===== src/rtl/rv32_mem_pkg.sv =====
// Shared definitions for the RV32 load/store byte-lane path.
// Holds the access-size encoding used on st_sel (and the load byte unit),
// the beat state encoding, and small helpers for size decode.
package rv32_mem_pkg;

    typedef enum logic [2:0] {
        SZ_W = 3'd0,
        SZ_H = 3'd1,
        SZ_B = 3'd2
    } size_e;

    typedef enum logic [1:0] {
        IDLE  = 2'd0,
        BEAT0 = 2'd1,
        BEAT1 = 2'd2
    } state_e;

    // Byte mask for an access size, right-justified. Illegal sizes give 0,
    // so nothing downstream can enable a lane for them.
    function automatic logic [3:0] size_mask(input logic [2:0] sel);
        logic [3:0] m;
        case (sel)
            SZ_W:    m = 4'b1111;
            SZ_H:    m = 4'b0011;
            SZ_B:    m = 4'b0001;
            default: m = 4'b0000;
        endcase
        return m;
    endfunction

    function automatic logic size_legal(input logic [2:0] sel);
        return (sel == SZ_W) || (sel == SZ_H) || (sel == SZ_B);
    endfunction

endpackage


===== src/rtl/store_align.sv =====
// Combinational lane aligner for stores.
// Ports:
//   i_data  [31:0] store operand, right-justified
//   i_off   [1:0]  byte offset within the word
//   i_size  [2:0]  access size (SZ_W/SZ_H/SZ_B)
//   i_beat         0 = first word, 1 = spill into the next word
//   o_wdata [31:0] lane-aligned data for the selected beat (disabled lanes 0)
//   o_be    [3:0]  byte enables for the selected beat
//   o_split        access crosses a word boundary
module store_align
    import rv32_mem_pkg::*;
(
    input  logic [31:0] i_data,
    input  logic [1:0]  i_off,
    input  logic [2:0]  i_size,
    input  logic        i_beat,
    output logic [31:0] o_wdata,
    output logic [3:0]  o_be,
    output logic        o_split
);

    logic [3:0]  w_mask;
    logic [31:0] w_data_masked;
    logic [7:0]  w_be_wide;
    logic [63:0] w_data_wide;

    // Shifting into a double-width window puts beat 0 in the low half and
    // the spill-over beat in the high half, so both beats share one shifter.
    always_comb begin
        w_mask        = size_mask(i_size);
        w_data_masked = i_data & {{8{w_mask[3]}}, {8{w_mask[2]}},
                                  {8{w_mask[1]}}, {8{w_mask[0]}}};
        w_be_wide     = {4'b0000, w_mask} << i_off;
        w_data_wide   = {32'h0, w_data_masked} << {i_off, 3'b000};
        o_split       = |w_be_wide[7:4];
        if (i_beat) begin
            o_be    = w_be_wide[7:4];
            o_wdata = w_data_wide[63:32];
        end else begin
            o_be    = w_be_wide[3:0];
            o_wdata = w_data_wide[31:0];
        end
    end

endmodule


===== src/rtl/store_unit.sv =====
// Store unit: accepts one store from the pipeline, aligns it to byte lanes
// and issues one or two word-aligned write beats to memory.
//
//   state | meaning
//   IDLE  | ready for a new request
//   BEAT0 | first (or only) word beat outstanding
//   BEAT1 | spill-over beat into the next word outstanding
//
// Ports:
//   clk, rst_n                  clock, async active-low reset
//   st_valid/st_ready           request handshake
//   st_addr, st_data, st_sel    byte address, right-justified data, size
//   mem_req/mem_gnt             write beat handshake
//   mem_addr, mem_wdata, mem_be word address, lane data, byte enables
//   st_done                     pulse after the final beat is granted
//   st_err                      pulse after an illegal size is accepted
module store_unit
    import rv32_mem_pkg::*;
#(
    parameter int DATA_WIDTH = 32,
    parameter int ADDR_WIDTH = 32
) (
    input  logic                    clk,
    input  logic                    rst_n,
    input  logic                    st_valid,
    output logic                    st_ready,
    input  logic [ADDR_WIDTH-1:0]   st_addr,
    input  logic [DATA_WIDTH-1:0]   st_data,
    input  logic [2:0]              st_sel,
    output logic                    mem_req,
    input  logic                    mem_gnt,
    output logic [ADDR_WIDTH-1:0]   mem_addr,
    output logic [DATA_WIDTH-1:0]   mem_wdata,
    output logic [DATA_WIDTH/8-1:0] mem_be,
    output logic                    st_done,
    output logic                    st_err
);

    state_e                r_state;
    logic [ADDR_WIDTH-1:0] r_addr;
    logic [DATA_WIDTH-1:0] r_data;
    logic [2:0]            r_sel;
    logic                  r_done;
    logic                  r_err;

    state_e                w_state_nxt;
    logic                  w_done_nxt;
    logic                  w_err_nxt;
    logic                  w_accept;
    logic [ADDR_WIDTH-1:0] w_base;
    logic [DATA_WIDTH-1:0] w_wdata;
    logic [DATA_WIDTH/8-1:0] w_be;
    logic                  w_split;

    store_align u_align (
        .i_data  (r_data),
        .i_off   (r_addr[1:0]),
        .i_size  (r_sel),
        .i_beat  (r_state == BEAT1),
        .o_wdata (w_wdata),
        .o_be    (w_be),
        .o_split (w_split)
    );

    assign w_accept = st_valid && st_ready;
    assign w_base   = {r_addr[ADDR_WIDTH-1:2], 2'b00};

    always_ff @(posedge clk or negedge rst_n) begin
        if (!rst_n) begin
            r_state <= IDLE;
            r_addr  <= '0;
            r_data  <= '0;
            r_sel   <= '0;
            r_done  <= 1'b0;
            r_err   <= 1'b0;
        end else begin
            r_state <= w_state_nxt;
            r_done  <= w_done_nxt;
            r_err   <= w_err_nxt;
            if (w_accept) begin
                r_addr <= st_addr;
                r_data <= st_data;
                r_sel  <= st_sel;
            end
        end
    end

    always_comb begin
        w_state_nxt = r_state;
        w_done_nxt  = 1'b0;
        w_err_nxt   = 1'b0;
        st_ready    = 1'b0;
        mem_req     = 1'b0;
        case (r_state)
            IDLE: begin
                st_ready = 1'b1;
                if (st_valid) begin
                    if (size_legal(st_sel)) begin
                        w_state_nxt = BEAT0;
                    end else begin
                        w_err_nxt = 1'b1;
                    end
                end
            end
            BEAT0: begin
                mem_req = 1'b1;
                if (mem_gnt) begin
                    if (w_split) begin
                        w_state_nxt = BEAT1;
                    end else begin
                        w_state_nxt = IDLE;
                        w_done_nxt  = 1'b1;
                    end
                end
            end
            BEAT1: begin
                mem_req = 1'b1;
                if (mem_gnt) begin
                    w_state_nxt = IDLE;
                    w_done_nxt  = 1'b1;
                end
            end
            default: w_state_nxt = IDLE;
        endcase
    end

    // Memory-side outputs are decoded from registered state only, so they
    // hold steady across a stalled beat and drop to zero the moment reset
    // asserts.
    always_comb begin
        mem_addr  = '0;
        mem_wdata = '0;
        mem_be    = '0;
        if (mem_req) begin
            mem_addr  = (r_state == BEAT1) ? (w_base + ADDR_WIDTH'(4)) : w_base;
            mem_wdata = w_wdata;
            mem_be    = w_be;
        end
    end

    assign st_done = r_done;
    assign st_err  = r_err;

endmodule


===== config.mk =====
export PLATFORM = sky130hd
export DESIGN_NAME = store_unit
export DESIGN_NICKNAME = d
export VERILOG_FILES = /design/src/rtl/rv32_mem_pkg.sv /design/src/rtl/store_align.sv /design/src/rtl/store_unit.sv
export SDC_FILE = /design/constraint.sdc
export NUM_CORES = 1
export LEC_CHECK = 0
export CAP_MARGIN = 20
export CORE_MARGIN = 3
export CORE_UTILIZATION = 52
export CTS_CLUSTER_DIAMETER = 120
export CTS_CLUSTER_SIZE = 24
export DETAILED_ROUTE_END_ITERATION = 7
export PLACE_DENSITY = 0.87
export SYNTH_ARGS = -nofsm -noshare
export SYNTH_HDL_FRONTEND = slang
export SYNTH_SLANG_ARGS = --single-unit

===== constraint.sdc =====
create_clock -name clk -period 4.2 [get_ports clk]
set_input_delay 0.84 -clock clk [delete_from_list [all_inputs] [get_ports clk]]
set_output_delay 0.84 -clock clk [all_outputs]
set_load 0.02 [all_outputs]

After elaboration in Yosys (flattened, before gate mapping)
Index checks and enable logic that the tools add are counted.

word-level totals
  word-level logic and storage cells = 51
  register bits = 71
  output and inout port bits = 72
  bits of input ports = 71

operators by class
  shift-type cells = 2
  eq/ne operators = 10
  bitwise logic cells = 1
  muxes and demuxes = 22
  add/subtract/negate cells = 1
  reductions and logical operators = 9

operators with widths
  cell                                                              count
  32-bit 2-to-1 mux                                                 4
  32-bit by 5-bit left shift with 64-bit output                     1
  32-bit by 3-bit adder with 32-bit output (second input constant)  1
  32-bit AND                                                        1
  4-bit one-hot mux with 3 select lines                             1
  2-bit 2-to-1 mux                                                  5
  1-bit 2-to-1 mux                                                  8
  4-bit 2-to-1 mux                                                  2
  2-bit inequality test (second input constant)                     4
  4-bit by 2-bit left shift with 8-bit output                       1
  3-bit by 1-bit == test with 1-bit output (second input constant)  2
  3-bit by 2-bit == test with 1-bit output (second input constant)  2
  3-bit logical NOT                                                 2
  2-bit one-hot mux with 3 select lines                             1
  4-bit AND reduction                                               1
  4-bit OR reduction                                                1
  2-bit by 1-bit == test with 1-bit output (second input constant)  1
  2-bit == test (second input constant)                             1
  2-bit logical NOT                                                 1
  1-bit logical OR                                                  2
  1-bit one-hot mux with 2 select lines                             1
  2-bit OR reduction                                                1
  1-bit logical AND                                                 1

Longest topological paths before layout
Gate-level depths: netlist of run 1.

  depth in word-level cells = 7
  mapped depth = 8
  mapped depth without buffers = 6

By module
From an unflattened synthesis of run 1, not the netlist that was laid out.

unflattened totals
  cells, all modules = 486
  area, all modules = 4762.1 um^2

modules (own cells, without submodules)
  module       area each (um^2)  times used  cells each  sequential area each (um^2)
  store_unit   3771.1            1           346         1776.7
  store_align  991.0             1           140         0.0

Worst setup path after synthesis of run 1
No wires, ideal clock.

  path kind = flip-flop to output port
  start point = reg r_state[0]
  end point = out mem_addr[28]
  path slack = 1163 ps
  cell stages (with the launch flop) = 9
  buffers on the path = 2
  data required time = 3360 ps
  data arrival time = 2197 ps
  cells stage by stage = dfrtp_1 inv_1 ha_1 buf_2 and3_1 clkbuf_1 nand3_1 or4_1 a21oi_1

between the ends
  word-level cells in the longest chain between the ends = 4
  elaborated cells on any way between the ends = 6
  those cells by class = eq/ne (2); mux (3); reduce/logical (1)

ends and longest elaborated chain
  element                                                                           line                                 source
  start, declared                                                                   store_unit.sv:39                     state_e r_state;
  start signal, assigned                                                            store_unit.sv:77                     r_state <= w_state_nxt;
  2-bit by 1-bit == test with 1-bit output / 2-bit == test (equally long branches)  store_unit.sv:94, store_unit.sv:135
  2-bit OR reduction (no source line)                                               -
  1-bit 2-to-1 mux                                                                  store_unit.sv:94                     case (r_state)
  32-bit 2-to-1 mux *                                                               store_unit.sv:134                    if (mem_req) begin
  end, declared                                                                     store_unit.sv:32                     output logic [ADDR_WIDTH-1:0] mem_addr,

Every way passes the cells marked *; elsewhere a longest branch is shown, timed or not.

Worst setup path after layout of run 1
  start point = reg r_sel[1]
  end point = out mem_wdata[1]

between the ends
  word-level cells in the longest chain between the ends = 6
  elaborated cells on any way between the ends = 8
  those cells by class = eq/ne (2); shift (1); mux (3); bitwise (1); reduce/logical (1)

ends and longest elaborated chain
  element                                                           line                source
  start, declared                                                   store_unit.sv:42    logic [2:0] r_sel;
  start signal, assigned                                            store_unit.sv:83    r_sel <= st_sel;
  3-bit by 2-bit == test with 1-bit output (tied with other cells)  rv32_mem_pkg.sv:22  case (sel)
  4-bit one-hot mux with 3 select lines *                           rv32_mem_pkg.sv:22
  32-bit AND *                                                      store_align.sv:31   w_data_masked = i_data & {{8{w_mask[3]}}, {8{w_mask[2]}},
  32-bit by 5-bit left shift with 64-bit output *                   store_align.sv:34   w_data_wide = {32'h0, w_data_masked} << {i_off, 3'b000};
  32-bit 2-to-1 mux *                                               store_align.sv:36   if (i_beat) begin
  32-bit 2-to-1 mux *                                               store_unit.sv:134
  end, declared                                                     store_unit.sv:33    output logic [DATA_WIDTH-1:0] mem_wdata,

Marked as above.

==> results of run 1 <==
[final cells by class]
| cell class | count | area [µm²] |
|---|---|---|
| fill | 622 | 2380 |
| inverter | 7 | 26.3 |
| timing repair buffer | 150 | 1500 |
| clock buffer | 9 | 124 |
| tap | 108 | 135 |
| clock inverter | 6 | 62.6 |
| multi-input combinational | 371 | 2720 |
| sequential | 71 | 1780 |
[critical path, stage by stage (launching register included)]
cell and delay [ps]:
dfrtp_1 660, nand2_1 400, and3_1 300, o21ai_1 730, a211oi_1 180, clkdlybuf4s50_1 600
[worst min path at each step]
stage          slack [ps]    endpoint  cells after the start
2_1_floorplan         490  r_addr[31]                      1
3_3_place_gp          510  r_addr[31]                      1
3_5_place_dp          520  r_addr[31]                      1
4_1_cts               550  r_addr[31]                      1
5_1_grt               320  r_addr[25]                      1
6_report              340  r_addr[17]                      1
[cell families after synthesis]
logic type,count (synthesis),synth area share
and+or+nand+nor,162,0.181
xor gates and xnor gates,12,0.0224
AOI/OAI and AO/OA,114,0.177
adders and majority gates,4,0.0107
other,1,0.000799
muxes,77,0.184
DFF,71,0.379
buffers and inverters,51,0.0445
[per-stage QoR]
step	hold slack, ps	cell area (µm²)	cells	power [mW]	worst slack [ps]
final	339	6340	722	4.37	133
after global routing	325	6340	722	4.60	31.2
after CTS	545	6320	721	4.33	153
after detailed placement	524	6130	706	3.77	548
after global placement	508	6130	706	3.68	607
after floorplan	494	4690	493	2.87	1160
[registers in the layout (all words and copies together) (netlist names)]
signal and cells:
r_addr 32, r_data 32, r_sel 3, r_state 2
st_done 1, st_err 1
[Yosys cell counts, types with 9 or more instances]
cell type,n,area (µm²)
o31ai_1,12,90.1
nand2_1,27,101
o211a_1,9,90.1
nor2_1,36,135
nor3_1,18,90.1
or4_1,15,113
mux2_2,75,845
a21oi_1,25,125
clkbuf_1,29,109
nand3_1,18,90.1
dfrtp_1,71,1780
nand2b_1,12,75.1
buf_1,10,37.5
[where the power goes]
| group | internal (mW) | leakage (nW) | switching, mW |
|---|---|---|---|
| clock network | 0.269 | 0.0871 | 0.278 |
| logic | 1.14 | 1.51 | 1.30 |
| registers | 0.998 | 0.835 | 0.387 |
[per-layer routing]
| layer | vias to the layer above | global-route usage | part of all wire | routed length [µm] |
|---|---|---|---|---|
| li1 | 2075 | - | - | - |
| met1 | 2237 | 0.358 | 0.39 | 5560 |
| met2 | 284 | 0.441 | 0.49 | 6980 |
| met3 | 52 | 0.0519 | 0.083 | 1180 |
| met4 | 0 | 0.117 | 0.039 | 561 |
| met5 | - | 0 | 0 | 0 |
[repair_timing]
action,in CTS,in global routing
resized for setup,0,1
endpoints found under the setup margin,0,4
hold endpoints to repair,0,0
==> impl_metrics.ini, run 1 <==
[worst_setup_path]
end_kind = output port
worstSetupPathType = reg -> out
endpoint = mem_wdata[1]
critPathMaxFanout = 14
startpoint_type = flop
cp-startpoint = r_sel[1]
required_ps = 3360
critPathArrivalTime_ps = 3230
timing.rr.start = r_state[0]
reg2reg_slack_ps = 2210
r2r_cells = 5
r2r-end = r_addr[6]

[timing]
hold_viol = 0
setup_tns_ps = 0
post-route-period-util = 0.968
tightest_slew_ps = 946
fin_crit_ps = 4070
setup_viol = 0
max_slew_margin = 0.365
fmax_mhz = 246
rsz0062_at_grt = false
slew_viol_final = 0
clock_skew_ps = 11.4

[route]
dr.pass1.iters = 5
drt-initial-drc-count = 410
vias_per_cell = 6.44
postRouteAntennaNets = 0
vias = 4648
drcViolationCount = 0
routed_wl_um = 14300
wl_per_cell_um = 19.8

[global_route]
grt_overflow = 0
grt_pass1_wl_um = 22000
grt_max_degree = 55
grt_usage = 0.273
grt_pass1_vias = 4419
antenna_found_initial = 0

[logic_synthesis]
async_reset_ff_frac = 1.00
syn_area_um2 = 4690
synth.avg_cell_area_um2 = 9.53
ys_seq_elements = 71
synth_warnings = 0
synthCells = 492
synth_seq_area_share = 0.379
yosys_most_used_dff = dfrtp_1
synth_edf_count = 0
synthDistinctLibCells = 46

[die]
rows = 34
initial_core_util = 0.538
ios = 143
die_area_um2 = 10200
die_w_um = 101
core_area_um2 = 8720
die_y_um = 101

[power_and_ir_drop]
worst_ir_drop_vdd_mv = 0.328
leakage_nw = 2.43
power_density_nw_per_um2 = 689

[cts]
holdBufCountCts = 0
clk_pin_slew_worst_paths_ps = 90
cts_buffer_depth = 2
cts.sinks = 71
cts_tree = yes
clock_latency_ps = 350
cts_max_level = 3
cts_root_buffer = clkbuf_8
cts_setup_buffers = 0
cts_buffers = 9

[cells_and_area]
area_growth_pct = 35.2
drive_above_1_share = 0.176
fin_nets = 685
final_common_cell = clkdlybuf4s50_1
antenna_cells = 0
final_cell_mix = clkdlybuf4s50_1 (139), mux2_2 (75), dfrtp_1 (71)
final_util = 0.727

[placement]
dp_hpwl_um = 10100
portBuffers = 140
routabilityCongestion = 0.925

[outcome]
outcome = complete, no violations

[hold_path]
hp-class = in -> async

[job]
cap_violations = 0
Note: power is estimated with default switching activity, not from simulation.
==> inputs of run 2 (changes only) <==
--- a/config.mk
+++ b/config.mk
@@ -7,11 +7,11 @@
 export LEC_CHECK = 0
 export CAP_MARGIN = 20
 export CORE_MARGIN = 3
-export CORE_UTILIZATION = 52
+export CORE_UTILIZATION = 48
 export CTS_CLUSTER_DIAMETER = 120
 export CTS_CLUSTER_SIZE = 24
 export DETAILED_ROUTE_END_ITERATION = 7
-export PLACE_DENSITY = 0.87
+export PLACE_DENSITY = 0.82
 export SYNTH_ARGS = -nofsm -noshare
 export SYNTH_HDL_FRONTEND = slang
 export SYNTH_SLANG_ARGS = --single-unit
==> constraint.sdc (replaced) <==
create_clock -name clk -period 4.3 [get_ports clk]
set_input_delay 0.86 -clock clk [delete_from_list [all_inputs] [get_ports clk]]
set_output_delay 0.86 -clock clk [all_outputs]
set_load 0.02 [all_outputs]
==> run 2 against run 1 <==
Against the previous run:
- utilization shrank 4.3 points
- clock power grew 20%
- flip-flop and latch count is the same
- power is essentially flat
- count of clock-buffer cells in the layout grew 2
- sequential power is essentially flat
- via count shrank 1.8%
- critical path depth grew 2
- clock skew grew 3.3 ps
- register-to-register slack gained 100 ps
- hold slack gained 210 ps
- die area grew 7.8%
- critical path type unchanged
- highest routed layer unchanged
==> impl_metrics.ini, run 2 (synthesis results as in run 1) <==
[global_route]
antenna_found_initial = 0
grt_pass1_vias = 4531
grt_usage = 0.251
grt_pass1_wl_um = 22500
grt_max_degree = 53
grt_overflow = 0

[placement]
portBuffers = 140
routabilityCongestion = 0.886
post-place-ws_ps = 570
dp_hpwl_um = 10200

[cts]
cts_buffers = 9
cts_resized = 0
cts_tree = yes
cts_root_buffer = clkbuf_8
cts_buffer_depth = 2
cts_setup_buffers = 0
holdBufCountCts = 0
clk_pin_slew_worst_paths_ps = 80
cts_max_level = 3
clock_latency_ps = 350
cts.sinks = 71

[route]
dr.pass1.iters = 5
wl_per_cell_um = 18.9
postRouteAntennaNets = 0
vias = 4564
vias_per_cell = 6.13
routed_wl_um = 14100
drcViolationCount = 0
drt-initial-drc-count = 288

[worst_setup_path]
end_kind = output port
worstSetupPathType = reg -> out
startpoint_type = flop
critPathMaxFanout = 10
critPathArrivalTime_ps = 3160
required_ps = 3440

[cells_and_area]
reg_top3 = r_addr (32), r_data (32), r_sel (3)
drive_above_1_share = 0.172
area_growth_pct = 36.7
antenna_cells = 0
final.fill_count = 738
final_common_cell = clkdlybuf4s50_1
final_cell_mix = clkdlybuf4s50_1 (139), mux2_2 (75), dfrtp_1 (71)
fin_nets = 686

[timing]
hold_viol = 0
setup_tns_ps = 0
tightest_slew_ps = 777
setup_viol = 0
post-route-period-util = 0.936
max_slew_margin = 0.482
clock_skew_ps = 14.6
fin_ws_ps = 275
fmax_mhz = 248
rsz0062_at_grt = false
fin_crit_ps = 4020
slew_viol_final = 0

[power_and_ir_drop]
power_density_nw_per_um2 = 682
p_total_mw = 4.37
worst_ir_drop_vdd_mv = 0.355
leakage_nw = 2.45

[die]
initial_core_util = 0.501
die_w_um = 105
die_area_um2 = 11000
die_y_um = 105
rows = 35
ios = 143
core_area_um2 = 9370

[outcome]
outcome = complete, no violations

[hold_path]
hp-class = reg -> reg

[job]
cap_violations = 0
==> run 2: cell count changes in the layout (fill, tap and decap cells not counted) <==
| cell | before | now |
|---|---|---|
| nand2_2 | 2 | 1 |
| bufinv_16 | 1 | 3 |
| clkbuf_1 | 0 | 2 |
| buf_4 | 8 | 9 |
| clkinvlp_4 | 3 | 1 |
| nor3_1 | 17 | 18 |
| nor3_2 | 1 | 0 |
| nand2_1 | 25 | 26 |
| clkinv_4 | 0 | 1 |
| buf_6 | 0 | 1 |
| clkinv_2 | 2 | 0 |
| buf_12 | 2 | 1 |
==> run 2: layout make-up <==
type                            instances  area [µm²]  area share
Clock inverter                          5         106      0.0166
Timing Repair Buffer                  151        1500       0.233
Inverter                                7        26.3     0.00410
Clock buffer                           11         131      0.0205
Sequential cell                        71        1780       0.277
Multi-Input combinational cell        371        2710       0.423
Tap cell                              129         161      0.0252
==> run 2: path summary, 6_finish.rpt <==
check | from | endpoint | slack [ps] | cells past startpoint
worst min register to register | r_addr[31] | r_addr[31] | 550 | 1
min in group asynchronous | rst_n | r_data[9] | 580 | 1
max in group asynchronous | rst_n | r_data[18] | 2740 | 2
worst max-delay path | r_state[0] | mem_addr[30] | 280 | 7
worst min-delay path | r_addr[31] | r_addr[31] | 550 | 1
worst max register to register | r_state[0] | r_data[5] | 2310 | 5
==> run 2: routing by layer <==
layer | global-route usage | share of wire
met1 | 0.318 | 0.40
met2 | 0.413 | 0.50
met3 | 0.0432 | 0.060
met4 | 0.122 | 0.036
met5 | 0 | 0
==> run 2: report_power, final <==
part | switching (mW) | total, mW | internal (mW)
Clock | 0.267 | 0.654 | 0.387
Sequential | 0.388 | 1.36 | 0.975
Combinational | 1.23 | 2.35 | 1.12
Total | 1.89 | 4.37 | 2.48
==> run 2: metrics by stage <==
stage	instance area [µm²]	utilization	instances	hold slack, ps
floorplan	4690	-	493	494
global placement	6170	0.658	729	508
detailed placement	6170	0.658	729	517
CTS	6410	0.684	745	535
global route	6410	0.684	745	559
finish	6410	0.684	745	546
==> run 2: worst max-delay path, stage by stage, from the launching register on <==
cell and delay [ps]:
dfrtp_1 390, inv_1 110, ha_2 260, and3_1 350
nand3_1 350, or4_1 580, a21oi_1 160, clkdlybuf4s50_1 620
==> inputs of run 3 (changes only) <==
--- a/config.mk
+++ b/config.mk
@@ -5,13 +5,15 @@
 export SDC_FILE = /design/constraint.sdc
 export NUM_CORES = 1
 export LEC_CHECK = 0
+export ABC_AREA = 1
 export CAP_MARGIN = 20
 export CORE_MARGIN = 3
 export CORE_UTILIZATION = 48
 export CTS_CLUSTER_DIAMETER = 120
 export CTS_CLUSTER_SIZE = 24
 export DETAILED_ROUTE_END_ITERATION = 7
-export PLACE_DENSITY = 0.82
+export PLACE_DENSITY = 0.81
 export SYNTH_ARGS = -nofsm -noshare
 export SYNTH_HDL_FRONTEND = slang
 export SYNTH_SLANG_ARGS = --single-unit
+export TNS_END_PERCENT = 30
==> run 3 against run 2 <==
Against the previous run:
- via count up 14%
- die area up 2.9%
- clock skew down 5.0 ps
- register-to-register slack worse by 160 ps
- wire length up 9.9%
- critical endpoint is now mem_wdata[21]
- count of clock-buffer cells in the layout down 1
==> impl_metrics.ini, run 3 <==
[outcome]
outcome = complete, no violations

[power_and_ir_drop]
worst_ir_drop_vdd_mv = 0.479
p_switching_mw = 2.47
p_comb_frac = 0.617
power.internal_mw = 2.49
power_density_nw_per_um2 = 757
clkPwrFrac = 0.118
leakage_nw = 2.88
p_total_mw = 4.96
swShare = 0.498
seqPwrFrac = 0.265

[timing]
fin_ws_ps = 453
rsz0062_at_grt = false
setup_tns_ps = 0
max_slew_margin = 0.291
setup_viol = 0
post-route-period-util = 0.895
slew_viol_final = 0
fin_crit_ps = 3850
fmax_mhz = 260
hold_viol = 0
clock_skew_ps = 9.64
tightest_slew_ps = 1060

[route]
wl_per_cell_um = 16.3
dr.pass1.iters = 5
postRouteAntennaNets = 0
drcViolationCount = 0
vias_per_cell = 5.48
vias = 5189
routed_wl_um = 15500
drt-initial-drc-count = 410

[cells_and_area]
antenna_cells = 0
fin_nets = 884
final_cell_mix = nand2_1 (142), clkdlybuf4s50_1 (139), nor2_1 (109)
area_growth_pct = 35.4
final_util = 0.670
reg_top3 = r_addr (32), r_data (32), r_sel (3)
drive_above_1_share = 0.113
final_common_cell = nand2_1

[logic_synthesis]
synth_top_family_by_area = simple AND/OR/NAND/NOR gates
syn_area_um2 = 4840
synth_top_area_share = 0.367
synth-simple-area-share = 0.283
synthXorXnorAreaFrac = 0.00543
yosys_most_used_dff = dfrtp_1
async_reset_ff_frac = 1.00
synth.avg_cell_area_um2 = 7.11
synth_seq_area_share = 0.367
synth_warnings = 0
synth_edf_count = 0
synth_compound_area_frac = 0.173
synthCells = 680
synth_fa_ha_area_frac = 0.0103
synthMuxAreaShare = 0.0722
synth_top_area_cell = dfrtp_1
synthDistinctLibCells = 40
netlist_top_cells_area = dfrtp_1 (37%), nand2_1 (11%), nor2_1 (8.5%)
ys_top_cells_by_count = nand2_1 (143), nor2_1 (109), dfrtp_1 (71)
ys_seq_elements = 71
yosys.cell_count.top_type = nand2_1

[cts]
cts_resized = 0
cts_tree = yes
cts_max_level = 3
clock_latency_ps = 370
cts_setup_buffers = 0
cts_root_buffer = clkbuf_8
cts_buffer_depth = 2
cts.sinks = 71
cts_buffers = 9
clk_pin_slew_worst_paths_ps = 80
holdBufCountCts = 0

[global_route]
grt_pass1_vias = 5083
grt_usage = 0.280
antenna_found_initial = 0
grt_overflow = 0
grt_max_degree = 99
grt_pass1_wl_um = 25200

[hold_path]
hp-class = in -> async

[die]
core_area_um2 = 9770
die_w_um = 106
die_area_um2 = 11300
initial_core_util = 0.495
rows = 36
ios = 143
die_y_um = 106

[worst_setup_path]
worstSetupPathType = reg -> out
reg2reg_slack_ps = 2150
startpoint_type = flop
required_ps = 3440
critPathMaxFanout = 14
end_kind = output port
critPathArrivalTime_ps = 2990

[placement]
routabilityCongestion = 0.961
portBuffers = 140
dp_hpwl_um = 11700
post-place-ws_ps = 901

[job]
cap_violations = 0
[run 3: cell count changes in the layout (fill, tap and decap cells not counted), sizes merged, moves of 42 or more]
cell and delta:
o21ai +42, nor2 +82, nand2 +125, mux2 -44, a21oi +44, inv +65
[run 3: cells by family after synthesis]
logic type / after synthesis
and+or+nand+nor: 317
AOI/OAI and AO/OA: 150
buffers and inverters: 103
DFF: 71
muxes: 31
adders and majority gates: 4
xor gates and xnor gates: 3
other: 1
[run 3: layer usage]
layer,GRT usage,part of all wire
met1,0.380,0.44
met2,0.446,0.47
met3,0.0668,0.078
met4,0.0759,0.019
met5,0,0
[run 3: worst paths after layout]
kind,end,startpoint,cells after the start
worst max-delay path,mem_wdata[21],r_state[1],9
worst min-delay path,r_data[26],rst_n,1
worst max register to register,r_data[26],r_state[1],6
worst min register to register,r_data[8],r_data[8],1
max in group asynchronous,r_addr[15],rst_n,2
min in group clk,r_data[8],r_data[8],1
[run 3: power groups by stage]
| stage | clock network (mW) | registers [mW] | logic, mW |
|---|---|---|---|
| floorplan | 0 | 1.21 | 1.97 |
| global placement | 0 | 1.30 | 2.98 |
| detailed placement | 0 | 1.31 | 3.03 |
| CTS | 0.596 | 1.31 | 3.04 |
| global route | 0.635 | 1.36 | 3.32 |
| finish | 0.587 | 1.31 | 3.06 |
[run 3: stage by stage]
stage / hold slack [ps] / cells / area [µm²]
finish: 345 / 947 / 6550
global route: 338 / 947 / 6550
CTS: 520 / 946 / 6530
detailed placement: 501 / 930 / 6320
global placement: 494 / 930 / 6320
floorplan: 480 / 681 / 4840
[run 3: layout make-up]
type	instances	area [µm²]
Tap cell	133	166
Sequential cell	71	1780
Multi-Input combinational cell	507	2650
Clock inverter	6	75.1
Clock buffer	10	138
Inverter	71	272
Timing Repair Buffer	149	1480
Fill cell	880	3230
[run 3: critical path, stage by stage, from the launching register on]
cell and delay, ps:
dfrtp_1 370, inv_1 90, ha_1 290, inv_1 190, nor2_2 260, inv_1 270, o21ai_4 180, inv_2 100
a31oi_1 210, clkdlybuf4s50_1 640
